File: config.mk
export PLATFORM = sky130hd
export DESIGN_NAME = time_alarm_bank_57_flat
export DESIGN_NICKNAME = d
export VERILOG_FILES = /design/src/rtl/time_alarm_bank_57_if.sv /design/src/rtl/time_alarm_bank_57.sv /design/src/flat_wrapper.sv
export SDC_FILE = /design/constraint.sdc
export NUM_CORES = 1
export LEC_CHECK = 0
export ABC_AREA = 1
export CAP_MARGIN = 20
export CORE_MARGIN = 8
export CORE_UTILIZATION = 40
export CTS_BUF_LIST = sky130_fd_sc_hd__clkbuf_4
export CTS_CLUSTER_DIAMETER = 60
export DETAILED_ROUTE_END_ITERATION = 16
export MAX_ROUTING_LAYER = met4
export PLACE_DENSITY = 0.6
export SLEW_MARGIN = 10
export SYNTH_ARGS = -nofsm -noshare
export SYNTH_HDL_FRONTEND = slang
export SYNTH_SLANG_ARGS = --single-unit
File: constraint.sdc
create_clock -name clk_50m_57 -period 1.93 [get_ports clk_50m_57]
set_input_delay 0.193 -clock clk_50m_57 [delete_from_list [all_inputs] [get_ports clk_50m_57]]
set_output_delay 0.193 -clock clk_50m_57 [all_outputs]
set_load 0.1 [all_outputs]
File: src/rtl/time_alarm_bank_57_if.sv
// Key/time inputs and edit/alarm outputs of the alarm bank, grouped as one bus.
interface time_alarm_bank_57_if #(
    parameter int unsigned N_ALARM = 4
);
    localparam int unsigned SLOT_W = $clog2(N_ALARM);

    logic              alarm_e_57;
    logic              key_slot_57;
    logic              key_select_57;
    logic              key_add_57;
    logic              key_sub_57;
    logic              key_confirm_57;
    logic [6:0]        cur_sec_57;
    logic [6:0]        cur_min_57;
    logic [6:0]        cur_hour_57;
    logic [SLOT_W-1:0] slot_57;
    logic [2:0]        select_57;
    logic [6:0]        sec_57;
    logic [6:0]        min_57;
    logic [6:0]        hour_57;
    logic              write_clock_e_57;
    logic [N_ALARM-1:0] armed_57;
    logic [N_ALARM-1:0] alarm_hit_57;

    modport master (
        output alarm_e_57, key_slot_57, key_select_57, key_add_57, key_sub_57,
               key_confirm_57, cur_sec_57, cur_min_57, cur_hour_57,
        input  slot_57, select_57, sec_57, min_57, hour_57, write_clock_e_57,
               armed_57, alarm_hit_57
    );

    modport slave (
        input  alarm_e_57, key_slot_57, key_select_57, key_add_57, key_sub_57,
               key_confirm_57, cur_sec_57, cur_min_57, cur_hour_57,
        output slot_57, select_57, sec_57, min_57, hour_57, write_clock_e_57,
               armed_57, alarm_hit_57
    );
endinterface

File: src/rtl/time_alarm_bank_57.sv
// Multi-slot alarm editor/store with per-slot match pulses.
// Optional add/sub auto-repeat is enabled by defining ALARM_AUTOREPEAT_EN.
module time_alarm_bank_57 #(
    parameter int unsigned N_ALARM    = 4,
    parameter int unsigned REPEAT_DLY = 25_000_000,
    parameter int unsigned REPEAT_PER = 5_000_000
) (
    input  logic                 clk_50m_57,
    input  logic                 rst_57,
    time_alarm_bank_57_if.slave  bus
);
    localparam int unsigned SLOT_W = $clog2(N_ALARM);

    localparam logic [1:0] IDLE   = 2'd0;
    localparam logic [1:0] EDIT   = 2'd1;
    localparam logic [1:0] COMMIT = 2'd2;

    localparam logic [6:0] SEC_MAX  = 7'd59;
    localparam logic [6:0] HOUR_MAX = 7'd23;

    logic [1:0]        state_q, state_d;
    logic [SLOT_W-1:0] slot_q, slot_d, slot_nxt_c;
    logic [2:0]        select_q, select_d;
    logic [6:0]        sec_q, sec_d, min_q, min_d, hour_q, hour_d;
    logic              wce_q;

    logic [6:0]        st_sec  [N_ALARM];
    logic [6:0]        st_min  [N_ALARM];
    logic [6:0]        st_hour [N_ALARM];
    logic [N_ALARM-1:0] armed_q, hit_q, hit_d;

    // Key history; ae_ok masks an alarm_e level already high when reset ends.
    logic       ae_q, ae_ok_q;
    logic [4:0] key_q;
    logic [6:0] cur_sec_q;

    logic ae_rise_c, slot_p_c, select_p_c, add_p_c, sub_p_c, confirm_p_c;
    logic add_act_c, sub_act_c, sec_chg_c;

    assign ae_rise_c   = bus.alarm_e_57 & ~ae_q & ae_ok_q;
    assign slot_p_c    = bus.key_slot_57    & ~key_q[0];
    assign select_p_c  = bus.key_select_57  & ~key_q[1];
    assign add_p_c     = bus.key_add_57     & ~key_q[2];
    assign sub_p_c     = bus.key_sub_57     & ~key_q[3];
    assign confirm_p_c = bus.key_confirm_57 & ~key_q[4];
    assign sec_chg_c   = bus.cur_sec_57 != cur_sec_q;

    assign slot_nxt_c = (slot_q == SLOT_W'(N_ALARM - 1)) ? '0 : slot_q + SLOT_W'(1);

    function automatic logic [6:0] step_field(input logic [6:0] v, input logic up,
                                              input logic [6:0] vmax);
        logic [6:0] r;
        if (up) r = (v >= vmax) ? 7'd0 : v + 7'd1;
        else    r = (v == 7'd0 || v > vmax) ? vmax : v - 7'd1;
        return r;
    endfunction

    always_ff @(posedge clk_50m_57 or negedge rst_57) begin
        if (!rst_57) begin
            ae_q      <= 1'b0;
            ae_ok_q   <= 1'b0;
            key_q     <= '0;
            cur_sec_q <= '0;
        end else begin
            ae_q      <= bus.alarm_e_57;
            ae_ok_q   <= 1'b1;
            key_q     <= {bus.key_confirm_57, bus.key_sub_57, bus.key_add_57,
                          bus.key_select_57, bus.key_slot_57};
            cur_sec_q <= bus.cur_sec_57;
        end
    end

`ifdef ALARM_AUTOREPEAT_EN
    localparam int unsigned RPT_MAX = (REPEAT_DLY > REPEAT_PER) ? REPEAT_DLY : REPEAT_PER;
    localparam int unsigned CNT_W   = $clog2(RPT_MAX + 1);

    logic [CNT_W-1:0] hold_cnt_q;
    logic             hold_phase_q;
    logic             hold_c, press_c, rep_tick_c;

    // Hold is broken by release, both keys, leaving EDIT, or a field/slot change.
    assign hold_c  = (state_q == EDIT) && bus.alarm_e_57 &&
                     (bus.key_add_57 ^ bus.key_sub_57) &&
                     !confirm_p_c && !slot_p_c && !select_p_c;
    assign press_c = add_p_c | sub_p_c;
    assign rep_tick_c = hold_c && !press_c &&
                        ((!hold_phase_q && hold_cnt_q == CNT_W'(REPEAT_DLY)) ||
                         ( hold_phase_q && hold_cnt_q == CNT_W'(REPEAT_PER)));

    always_ff @(posedge clk_50m_57 or negedge rst_57) begin
        if (!rst_57) begin
            hold_cnt_q   <= '0;
            hold_phase_q <= 1'b0;
        end else if (!hold_c) begin
            hold_cnt_q   <= '0;
            hold_phase_q <= 1'b0;
        end else if (press_c) begin
            hold_cnt_q   <= CNT_W'(1);
            hold_phase_q <= 1'b0;
        end else if (rep_tick_c) begin
            hold_cnt_q   <= CNT_W'(1);
            hold_phase_q <= 1'b1;
        end else begin
            hold_cnt_q   <= hold_cnt_q + CNT_W'(1);
        end
    end

    assign add_act_c = add_p_c | (rep_tick_c & bus.key_add_57);
    assign sub_act_c = sub_p_c | (rep_tick_c & bus.key_sub_57);
`else
    assign add_act_c = add_p_c;
    assign sub_act_c = sub_p_c;
`endif

    // Next-state and edit-buffer logic; one key action per cycle.
    always_comb begin
        state_d  = state_q;
        slot_d   = slot_q;
        select_d = select_q;
        sec_d    = sec_q;
        min_d    = min_q;
        hour_d   = hour_q;
        case (state_q)
            IDLE: begin
                if (ae_rise_c) begin
                    state_d  = EDIT;
                    select_d = 3'b001;
                    sec_d    = st_sec[slot_q];
                    min_d    = st_min[slot_q];
                    hour_d   = st_hour[slot_q];
                end
            end
            EDIT: begin
                if (!bus.alarm_e_57) begin
                    state_d = IDLE;
                end else if (confirm_p_c) begin
                    state_d = COMMIT;
                end else if (slot_p_c) begin
                    slot_d   = slot_nxt_c;
                    select_d = 3'b001;
                    sec_d    = st_sec[slot_nxt_c];
                    min_d    = st_min[slot_nxt_c];
                    hour_d   = st_hour[slot_nxt_c];
                end else if (select_p_c) begin
                    select_d = {select_q[1:0], select_q[2]};
                end else if (add_act_c ^ sub_act_c) begin
                    case (select_q)
                        3'b001:  sec_d  = step_field(sec_q,  add_act_c, SEC_MAX);
                        3'b010:  min_d  = step_field(min_q,  add_act_c, SEC_MAX);
                        3'b100:  hour_d = step_field(hour_q, add_act_c, HOUR_MAX);
                        default: select_d = 3'b001;
                    endcase
                end
            end
            COMMIT: begin
                state_d = bus.alarm_e_57 ? EDIT : IDLE;
            end
            default: state_d = IDLE;
        endcase
    end

    always_ff @(posedge clk_50m_57 or negedge rst_57) begin
        if (!rst_57) begin
            state_q  <= IDLE;
            slot_q   <= '0;
            select_q <= 3'b001;
            sec_q    <= '0;
            min_q    <= '0;
            hour_q   <= '0;
            wce_q    <= 1'b0;
        end else begin
            state_q  <= state_d;
            slot_q   <= slot_d;
            select_q <= select_d;
            sec_q    <= sec_d;
            min_q    <= min_d;
            hour_q   <= hour_d;
            wce_q    <= (state_d == COMMIT);
        end
    end

    // Slot store is written on the cycle the FSM sits in COMMIT.
    always_ff @(posedge clk_50m_57 or negedge rst_57) begin
        if (!rst_57) begin
            for (int i = 0; i < int'(N_ALARM); i++) begin
                st_sec[i]  <= '0;
                st_min[i]  <= '0;
                st_hour[i] <= '0;
            end
            armed_q <= '0;
        end else if (state_q == COMMIT) begin
            st_sec[slot_q]  <= sec_q;
            st_min[slot_q]  <= min_q;
            st_hour[slot_q] <= hour_q;
            armed_q[slot_q] <= 1'b1;
        end
    end

    // Match only on a fresh second so a commit at the current time stays silent.
    always_comb begin
        hit_d = '0;
        for (int i = 0; i < int'(N_ALARM); i++) begin
            hit_d[i] = armed_q[i] && sec_chg_c &&
                       bus.cur_sec_57  == st_sec[i] &&
                       bus.cur_min_57  == st_min[i] &&
                       bus.cur_hour_57 == st_hour[i];
        end
    end

    always_ff @(posedge clk_50m_57 or negedge rst_57) begin
        if (!rst_57) hit_q <= '0;
        else         hit_q <= hit_d;
    end

    assign bus.slot_57          = slot_q;
    assign bus.select_57        = select_q;
    assign bus.sec_57           = sec_q;
    assign bus.min_57           = min_q;
    assign bus.hour_57          = hour_q;
    assign bus.write_clock_e_57 = wce_q;
    assign bus.armed_57         = armed_q;
    assign bus.alarm_hit_57     = hit_q;
endmodule

File: src/flat_wrapper.sv
// flat-port wrapper written by rule: the top's interface ports become plain ports
module time_alarm_bank_57_flat 
#(
    parameter int unsigned N_ALARM    = 4,
    parameter int unsigned REPEAT_DLY = 25_000_000,
    parameter int unsigned REPEAT_PER = 5_000_000
)
  (clk_50m_57, rst_57, bus_alarm_e_57, bus_key_slot_57, bus_key_select_57, bus_key_add_57, bus_key_sub_57, bus_key_confirm_57, bus_cur_sec_57, bus_cur_min_57, bus_cur_hour_57, bus_slot_57, bus_select_57, bus_sec_57, bus_min_57, bus_hour_57, bus_write_clock_e_57, bus_armed_57, bus_alarm_hit_57);
  time_alarm_bank_57_if #(.N_ALARM(N_ALARM)) bus_i ();
  input  logic clk_50m_57;
  input  logic rst_57;
  input wire logic [$bits(bus_i.alarm_e_57)-1:0] bus_alarm_e_57;
  input wire logic [$bits(bus_i.key_slot_57)-1:0] bus_key_slot_57;
  input wire logic [$bits(bus_i.key_select_57)-1:0] bus_key_select_57;
  input wire logic [$bits(bus_i.key_add_57)-1:0] bus_key_add_57;
  input wire logic [$bits(bus_i.key_sub_57)-1:0] bus_key_sub_57;
  input wire logic [$bits(bus_i.key_confirm_57)-1:0] bus_key_confirm_57;
  input wire logic [$bits(bus_i.cur_sec_57)-1:0] bus_cur_sec_57;
  input wire logic [$bits(bus_i.cur_min_57)-1:0] bus_cur_min_57;
  input wire logic [$bits(bus_i.cur_hour_57)-1:0] bus_cur_hour_57;
  output wire logic [$bits(bus_i.slot_57)-1:0] bus_slot_57;
  output wire logic [$bits(bus_i.select_57)-1:0] bus_select_57;
  output wire logic [$bits(bus_i.sec_57)-1:0] bus_sec_57;
  output wire logic [$bits(bus_i.min_57)-1:0] bus_min_57;
  output wire logic [$bits(bus_i.hour_57)-1:0] bus_hour_57;
  output wire logic [$bits(bus_i.write_clock_e_57)-1:0] bus_write_clock_e_57;
  output wire logic [$bits(bus_i.armed_57)-1:0] bus_armed_57;
  output wire logic [$bits(bus_i.alarm_hit_57)-1:0] bus_alarm_hit_57;
  assign bus_i.alarm_e_57 = bus_alarm_e_57;
  assign bus_i.key_slot_57 = bus_key_slot_57;
  assign bus_i.key_select_57 = bus_key_select_57;
  assign bus_i.key_add_57 = bus_key_add_57;
  assign bus_i.key_sub_57 = bus_key_sub_57;
  assign bus_i.key_confirm_57 = bus_key_confirm_57;
  assign bus_i.cur_sec_57 = bus_cur_sec_57;
  assign bus_i.cur_min_57 = bus_cur_min_57;
  assign bus_i.cur_hour_57 = bus_cur_hour_57;
  assign bus_slot_57 = bus_i.slot_57;
  assign bus_select_57 = bus_i.select_57;
  assign bus_sec_57 = bus_i.sec_57;
  assign bus_min_57 = bus_i.min_57;
  assign bus_hour_57 = bus_i.hour_57;
  assign bus_write_clock_e_57 = bus_i.write_clock_e_57;
  assign bus_armed_57 = bus_i.armed_57;
  assign bus_alarm_hit_57 = bus_i.alarm_hit_57;
  time_alarm_bank_57 #(.N_ALARM(N_ALARM), .REPEAT_DLY(REPEAT_DLY), .REPEAT_PER(REPEAT_PER)) u_core (.clk_50m_57(clk_50m_57), .rst_57(rst_57), .bus(bus_i));
endmodule
# Word level (Yosys, flattened, before mapping)
# Index checks and enable logic that the tools add are counted.
classes:
  n_bitwise: 18
  mux: 72
  order_cmp: 11
  reduce_logical: 32
  add_sub_neg: 7
  n_eq_ne: 30
op_table:
  columns: ["operator", "count"]
  rows:
  - ["$mux 7", 43]
  - ["$bmux 7 s2", 6]
  - ["$bwmux 28", 3]
  - ["$eq 7x7->1", 12]
  - ["$pmux 7 s2", 3]
  - ["$add 7x1->7 const B", 3]
  - ["$logic_not 7->1", 3]
  - ["$mux 3", 7]
  - ["$reduce_and 7->1", 3]
  - ["$sub 7x1->7 const B", 3]
  - ["$logic_and 1x1->1", 18]
  - ["$demux 7 s2", 1]
  - ["$ge 7x6->1 const B", 2]
  - ["$gt 7x6->1 const B", 2]
  - ["$ne 3x2->1 const B", 3]
  - ["$mux 2", 4]
  - ["$and 1x1->1", 7]
  - ["$ge 7x5->1 const B", 1]
  - ["$gt 7x5->1 const B", 1]
  - ["$ne 7x7->1", 1]
  - ["$not 1->1", 7]
  - ["$eq 2x2->1 const B", 3]
  - ["$ge 3x3->1 const B", 2]
  - ["$ne 3x1->1 const B", 2]
  - ["25 further kinds", 30]
word_totals:
  in_bits: 29
  output_inout_bits: 35
  word_cells: 195
  ff_bits: 135

# Depth between registers and ports, before layout
depth:
  ltp_word: 11
  ltp_mapped: 13

# Worst setup path before layout
# OpenSTA, ideal clock, no wires.
synth_timing:
  path_type: "register to register"
  from: "register u_core.slot_q[1], in the netlist u_core.bus.slot_57[1]"
  to: "register u_core.sec_q[0], in the netlist u_core.bus.sec_57[0]"
  path_slack_ps: -771
  required_time_ps: 1852
  arrival_time_ps: 2624
  period_less_slack_ps: 2701
  path_stages_with_launch: 12
  path_cell_list: "dfrtp_1 inv_1 buf_1 ha_1 buf_2 inv_2 buf_2 a21oi_1 o21ai_0 a31oi_1 o21ai_0 a21boi_1"
synth_between:
  elab_chain_cells: 10
  elab_cells_between_ends: 16
synth_lines:
  columns: ["element", "line_no", "text"]
  rows:
  - ["from (decl)", "time_alarm_bank_57.sv:22", "logic [SLOT_W-1:0] slot_q, slot_d, slot_nxt_c;"]
  - ["from (signal assigned)", "time_alarm_bank_57.sv:173", "slot_q <= slot_d;"]
  - ["$add 2x1->2 or $eq 2x2->1 (tied branches)", "time_alarm_bank_57.sv:48", "assign slot_nxt_c = (slot_q == SLOT_W'(N_ALARM - 1)) ? '0 : slot_q + SLOT_W'(1);"]
  - ["$mux 2 *", "time_alarm_bank_57.sv:48", null]
  - ["via u_core.slot_nxt_c[1]", "time_alarm_bank_57.sv:22", null]
  - ["$not 2->3 (implied by the code) *", "time_alarm_bank_57.sv:141", "sec_d = st_sec[slot_nxt_c];"]
  - ["$bmux 7 s2 *", "time_alarm_bank_57.sv:141", null]
  - ["$mux 7 (implied by the code) * (2 in a row)", "time_alarm_bank_57.sv:141", null]
  - ["$mux 7 *", "time_alarm_bank_57.sv:138", "end else if (slot_p_c) begin"]
  - ["$mux 7 *", "time_alarm_bank_57.sv:136", "end else if (confirm_p_c) begin"]
  - ["$mux 7 *", "time_alarm_bank_57.sv:134", "if (!bus.alarm_e_57) begin"]
  - ["$pmux 7 s2 *", "time_alarm_bank_57.sv:123", "case (state_q)"]
  - ["to (signal assigned)", "time_alarm_bank_57.sv:167", "sec_q <= '0;"]
  - ["to (signal assigned)", "time_alarm_bank_57.sv:175", "sec_q <= sec_d;"]
  - ["to (decl)", "time_alarm_bank_57.sv:24", "logic [6:0] sec_q, sec_d, min_q, min_d, hour_q, hour_d;"]
# The timed path passes the listed nets; every way through them passes the cells marked *. The select of a mux whose other input is x is not followed.
# A chain may end at the register's enable or synchronous reset.

# Worst setup path in the final report
layout_timing:
  from: "register u_core.slot_q[0], in the netlist u_core.bus.slot_57[0]"
  to: "register u_core.hour_q[0], in the netlist u_core.bus.hour_57[0]"
layout_between:
  elab_chain_cells: 10
  elab_cells_between_ends: 16
layout_lines:
  columns: ["element", "line_no", "text"]
  rows:
  - ["$add 2x1->2 or $eq 2x2->1 (tied branches)", "time_alarm_bank_57.sv:48", null]
  - ["$mux 2", "time_alarm_bank_57.sv:48", null]
  - ["$not 2->3 (implied by the code)", "time_alarm_bank_57.sv:143", "hour_d = st_hour[slot_nxt_c];"]
  - ["$bmux 7 s2", "time_alarm_bank_57.sv:143", null]
  - ["$mux 7 (implied by the code) (2 in a row)", "time_alarm_bank_57.sv:143", null]
  - ["$mux 7", "time_alarm_bank_57.sv:138", null]
  - ["$mux 7", "time_alarm_bank_57.sv:136", null]
  - ["$mux 7", "time_alarm_bank_57.sv:134", null]
  - ["$pmux 7 s2 *", "time_alarm_bank_57.sv:123", null]
  - ["to (signal assigned)", "time_alarm_bank_57.sv:177", "hour_q <= hour_d;"]
  - ["to (decl)", "time_alarm_bank_57.sv:24", null]
# Every way passes the cells marked *; elsewhere a longest branch is shown, timed or not. The select of a mux whose other input is x is not followed.

==> impl_metrics.toml <==
[run_status]
outcome = "finished clean"

[floorplan]
die-area_sq_mm = 0.0271
die_w_microns = 165
num_io_pins = 64
core_area_sq_mm = 0.0218
initial_core_util = 0.407
die_h_microns = 165
rows = 54

[logic_synthesis]
synth_flop_cell = "dfrtp_1"
synth.avg_cell_area_sq_um = 7.21
async_flop_share = 1.00
netlist_area_sq_mm = 0.00885
synth.distinct_cells = 47
synth_seq_cells = 135
synth_warnings = 0
syn_inst = 1227
synth-edff-count = 0
syn_nets = 1269
synth_seq_area_share = 0.382

[clock_tree]
clockBufferDepth = 2
cts_made_buffers = 17
tritoncts = "yes"
clockRootBuffer = "clkbuf_4"
cts_num_sinks = 135
h-tree-depth = 4
clock_latency_ns = 0.55
clkTransAtPathRegs_ns = 0.14

[sta]
max_freq_mhz = 524
setup_viol = 0
holdWs_ns = 0.0589
rsz0062_at_grt = "yes"
finClkSkew_ns = 0.0193
post-route-period-util = 0.989
final_max_slew_viol_count = 0
hold_viol_final = 0
period_minus_slack_ns = 1.91

[critical_path]
worstPathArrival_ns = 2.34
reg2reg_setup_slack_ns = 0.02
worstSetupPathType = "flop to flop"
worstSetupStartpointType = "flop"
cp-end-kind = "flop"
cp_max_fo = 6
worst_ep_required_time_ns = 2.36

[flow_run]
max_cap_violations = 0

[final_layout]
fin_util = 0.485
layout.nets = 1364
layout_common_cells = "nand2_1 (266), o21ai_0 (178), inv_1 (120)"
area_delta_synth_final_pct = 19.2
seq_area_sq_mm = 0.00341
multi_input_area_sq_mm = 0.00471
final_common_cell = "nand2_1"
drive_gt1_frac = 0.160
fillers = 2225

[power]
powerDensity_mw_per_mm2 = 1460
p_leak_nw = 4.71
vdd_drop_max_uv = 1200

[grt]
grt_pass1_wl_microns = 51200
grt_use_total = 0.253
antenna_found_initial = 2
grt_max_degree = 46
overflow = 0
first_global_vias = 8553

[worst_hold_path]
hold_path.class = "primary input to asynchronous set/reset pin"

[routing]
ant_nets = 0
route.detailed.drc = 0
wl_per_cell_microns = 20.2
vias_per_cell = 5.56
vias = 8984
routed_wl_microns = 32600
dr.pass1.iters = 7
drt_iter0_drc = 956

[placement]
port_buffers = 63
hpwl_microns = 24600
place_congestion = 0.992
==> state kept, by name, summed over array words and instances (netlist names), 5 cells and up <==
register	flops
u_core.st_hour	28
u_core.bus.min_57	7
u_core.bus.sec_57	7
u_core.st_sec	28
u_core.cur_sec_q	7
u_core.key_q	5
u_core.st_min	28
u_core.bus.hour_57	7
==> synth_stat cells (3+ instances only) <==
master      n  area [sq um]
inv_2      11          41.3
xnor2_1    20           175
a221oi_1    3          26.3
nand3_1    63           315
buf_2      24           120
o21ai_0   188           941
ha_1       13           163
a21boi_1   12          90.1
buf_6       3          33.8
nor3_1      3          15.0
inv_1     121           454
o211ai_1   26           195
clkbuf_1   31           116
a21oi_1    91           455
nand4_1    15          93.8
a21oi_2     3          26.3
nand3_4     3          52.6
nor2_8      3          60.1
dfrtp_1   134          3350
nor2_1     75           282
a21boi_2    6          67.6
nor4_1     11          68.8
a31oi_1     3          18.8
clkinv_1    6          22.5
nand2_1   266           998
nor2_2      6          37.5
o22ai_1    39           244
nand2_2     5          31.3
buf_1       4          15.0
xor2_1     18           158
==> kinds of logic (layout without fill, tap and decap cells) <==
| family | after synthesis | in the layout | share of synthesized area |
|---|---|---|---|
| compound gates | 380 | 380 | 0.241 |
| xor+xnor | 38 | 38 | 0.0376 |
| fa+ha+maj | 13 | 13 | 0.0184 |
| buf+inv | 202 | 309 | 0.0919 |
| flops | 135 | 135 | 0.382 |
| other cells | 1 | 3 | 0.000424 |
| simple gates | 458 | 458 | 0.228 |
==> repair_timing <==
item                                    CTS  global route
endpoints found under the hold margin   134             0
hold buffers                              1             0
endpoints found under the setup margin    0            14
gates resized for setup                   0            21
buffers inserted                          0             8
==> path summary, 6_finish.rpt <==
path / start / to / depth (start not counted)
setup reg to reg: u_core.bus.slot_57[0] / u_core.bus.hour_57[0] / 11
max in group asynchronous: rst_57 / u_core.st_hour[21] / 3
hold / removal: rst_57 / u_core.st_sec[2] / 2
hold reg to reg: u_core.bus.armed_57[0] / u_core.bus.armed_57[0] / 2
min in group clk_50m_57: bus_key_slot_57 / u_core.key_q[0] / 1
setup / recovery: u_core.bus.slot_57[0] / u_core.bus.hour_57[0] / 11
==> critical path, stage by stage, from the launching register on <==
cell and delay, ns:
dfrtp_4 0.55, ha_4 0.19, nor2_4 0.20, buf_12 0.16
a21oi_1 0.05, o21ai_0 0.07, o21ai_0 0.10, buf_4 0.15
o21ai_0 0.16, inv_1 0.06, nand2_1 0.05, a21boi_1 0.06
==> metrics by stage <==
step | setup slack [ns] | cells | power [mW] | setup TNS [ns] | instance area (sq um)
final | 0.0221 | 1616 | 15.3 | 0 | 10500
after global routing | -0.0676 | 1616 | 16.4 | -0.409 | 10500
after detailed placement | -0.00210 | 1573 | 13.1 | -0.00210 | 10100
after CTS | 0.00657 | 1605 | 14.9 | 0 | 10400
after global placement | 0.0373 | 1573 | 13.1 | 0 | 10100
after floorplan | -0.0395 | 1227 | 10.3 | -0.0809 | 8930
==> power by group <==
part | internal (mW) | leakage (nW) | switching (mW) | total (mW)
combinational | 2.94 | 2.84 | 6.08 | 9.02
sequential | 3.49 | 1.75 | 1.07 | 4.56
clock | 0.616 | 0.128 | 1.15 | 1.76
==> final cells by class <==
class                      count  share of cell area
timing repair buffer         139               0.123
clock inverter                14              0.0106
antenna                        2            0.000475
inverter                     139              0.0507
sequential                   135               0.324
clock buffer                  17              0.0121
tap                          280              0.0332
multi-input combinational    890               0.447
==> routing by layer <==
metal / track usage / wire (microns) / vias to the layer above
li1: - / - / 4314
met1: 0.363 / 15200 / 4188
met2: 0.355 / 13900 / 423
met3: 0.0456 / 2710 / 59
met4: 0.0749 / 790 / 0
met5: - / 0 / -
(Power assumes the default switching activity.)
==> RTL change: new RTL, same flow settings <==
`N_ALARM` is set to 4 in 3 places; all go to 8.
--- a/src/rtl/time_alarm_bank_57_if.sv
+++ b/src/rtl/time_alarm_bank_57_if.sv
@@ -1,6 +1,6 @@
 // Key/time inputs and edit/alarm outputs of the alarm bank, grouped as one bus.
 interface time_alarm_bank_57_if #(
-    parameter int unsigned N_ALARM = 4
+    parameter int unsigned N_ALARM = 8
 );
     localparam int unsigned SLOT_W = $clog2(N_ALARM);
 
--- a/src/rtl/time_alarm_bank_57.sv
+++ b/src/rtl/time_alarm_bank_57.sv
@@ -1,7 +1,7 @@
 // Multi-slot alarm editor/store with per-slot match pulses.
 // Optional add/sub auto-repeat is enabled by defining ALARM_AUTOREPEAT_EN.
 module time_alarm_bank_57 #(
-    parameter int unsigned N_ALARM    = 4,
+    parameter int unsigned N_ALARM    = 8,
     parameter int unsigned REPEAT_DLY = 25_000_000,
     parameter int unsigned REPEAT_PER = 5_000_000
 ) (
--- a/src/flat_wrapper.sv
+++ b/src/flat_wrapper.sv
@@ -1,7 +1,7 @@
 // flat-port wrapper written by rule: the top's interface ports become plain ports
 module time_alarm_bank_57_flat 
 #(
-    parameter int unsigned N_ALARM    = 4,
+    parameter int unsigned N_ALARM    = 8,
     parameter int unsigned REPEAT_DLY = 25_000_000,
     parameter int unsigned REPEAT_PER = 5_000_000
 )
Ports: changed (resized bus_alarm_hit_57, bus_armed_57 and bus_slot_57); port bits go from 64 to 73. No check against the original RTL was run, so the function may have changed too.
==> RTL change against the original RTL <==
The run now ends with negative setup slack left. Synthesized area increased by 67%. Setup slack got worse by 250 ps. Sequential cell count increased by 93. Non-clock buffer count increased by 195. Routed wire length increased by 130%. Cell area increased by 86%. Power increased by 100%. First-iteration DRC count increased by 130%. Critical path type unchanged. Largest power group unchanged.
==> RTL change: results (changes against the original RTL) <==
stage,metric,value,unit,change
outcome,status,"complete, but fails checks",,"was complete, no violations"
outcome,failing checks,negative setup slack,,
timing,worst setup margin,-227,ps,was 22.1 ps
final_layout,Top Registers,"u_core.st_hour x56, u_core.st_min x56, u_core.st_sec x56",,"was u_core.st_hour x28, u_core.st_min x28, u_core.st_sec x28"
power_and_ir_drop,Lkg Pwr,8.99,nW,was 4.71 nW
final_layout,share of layout cells above drive strength 1,0.226,,was 0.160
clocking,CTS max path bufs,3,,was 2
timing,setup violators final,22,,was 0
grt,antenna violations before repair,3,,was 2
grt,number of global-route vias before repair,16400,,was 8553
grt,Total Routing Usage GR,0.345,,was 0.253
clocking,H-Tree Level Count,3,,was 4
grt,largest net degree at the start of global routing,59,,was 46
timing,TNS Setup,-3440,ps,was 0 ps
yosys,Yosys warning count,0,,unchanged
clocking,"Reg clk slew, reported paths",70,ps,was 140 ps
timing,Final Skew,34.3,ps,was 19.3 ps
critical_path,cell family with most CP delay,adder cells,,was flip-flops
place,Cell Count Post-Placement,2774,,was 1573
place,worst slack at placement,-391,ps,was -2.10 ps
yosys,register area share after synthesis,0.387,,was 0.382
timing,final hold slack,24.8,ps,was 58.9 ps
critical_path,largest stage delay on the critical path,510,ps,was 550 ps
clocking,TritonCTS Buffers,68,,was 17
place,Port-buffer cells,72,,was 63
critical_path,r2r endpoint,u_core.bus.min_57[0],,was u_core.bus.hour_57[0]
critical_path,worst r2r src,u_core.bus.slot_57[0],,unchanged
yosys,Syn Nets,2177,,was 1269
final_layout,fillers,3603,,was 2225
place,gp weighted congestion,1.02,,was 0.992
yosys,Cell variety after synth,38,,was 47
power_and_ir_drop,Max IR drop VDD,1.21,mV,was 1.20 mV
yosys,"top cells by count, synth","nand2_1, o21ai_0, dfrtp_1, inv_1, nor2_1",,"was nand2_1, o21ai_0, dfrtp_1, inv_1, a21oi_1"
routing,Wirelength per Cell,25.6,um,was 20.2 um
critical_path,worst r2r path cells,9,,was 11
yosys,largest cells by area after synthesis,"dfrtp_1, nand2_1, o21ai_0",,unchanged
place,DP Wirelength,53700,um,was 24600 um
routing,Via density,5.85,,was 5.56
routing,Iteration-0 DRC Markers,2216,,was 956
routing,DRT Pass-1 Iters,6,,was 7
yosys,synthesized instance count,2137,,was 1227
routing,DR vias,17200,,was 8984
clocking,worst-skew pair later-pin latency,830,ps,was 550 ps
critical_path,worst path arrival time,2830,ps,was 2340 ps
critical_path,Critical-path top delay cell,dfrtp_4,,unchanged
final_layout,nets,2450,,was 1364
grt,first-pass GRT wire length,109000,um,was 51200 um
min_path,type of the worst min-delay path,in2reg,,was in2async
[RTL change: power by group]
group          internal, W  switching (W)  leakage, nW
combinational      0.00701         0.0123         5.44
clock              0.00247        0.00235        0.506
sequential         0.00572        0.00160         3.04
[RTL change: logic make-up after synthesis]
logic type / after synthesis / share of synthesized area
AND/OR/NAND/NOR: 956 / 0.266
buffers and inverters: 348 / 0.0965
adder cells (fa/ha/maj): 11 / 0.00934
AO/OA/AOI/OAI: 536 / 0.207
other: 1 / 0.000254
flip-flops: 228 / 0.387
XOR/XNOR: 57 / 0.0339
[RTL change: per-layer routing]
metal / vias to the layer above / part of all wire / track usage
met2: 1129 / 0.42 / 0.498
met4: 0 / 0.058 / 0.162
met3: 276 / 0.11 / 0.0791
met1: 8079 / 0.41 / 0.456
li1: 7685 / - / -
met5: - / 0 / -
[RTL change: cell type report]
type | count | area share
diodes | 6 | 0.000764
repair buffers | 334 | 0.178
multi-input cells | 1561 | 0.413
well taps | 468 | 0.0298
inverters | 216 | 0.0428
flip-flops and latches | 228 | 0.292
clock buffers | 91 | 0.0347
clock inverters | 28 | 0.00846
repair inverters | 1 | 0.000827
[RTL change: what timing repair did]
item,CTS,global route
setup endpoints to repair,95,31
hold endpoints to repair,234,0
setup buffers,7,7
resized for setup,108,63
cloned,10,4
pin swaps,54,38
hold buffers,8,0
[RTL change: metrics by stage]
step	instance area, um^2	power, W	utilization
3_5_place_dp	17600	0.0232	0.484
3_3_place_gp	17600	0.0231	0.484
6_report	19700	0.0314	0.540
2_1_floorplan	14900	0.0164	-
4_1_cts	19300	0.0301	0.529
5_1_grt	19700	0.0329	0.540
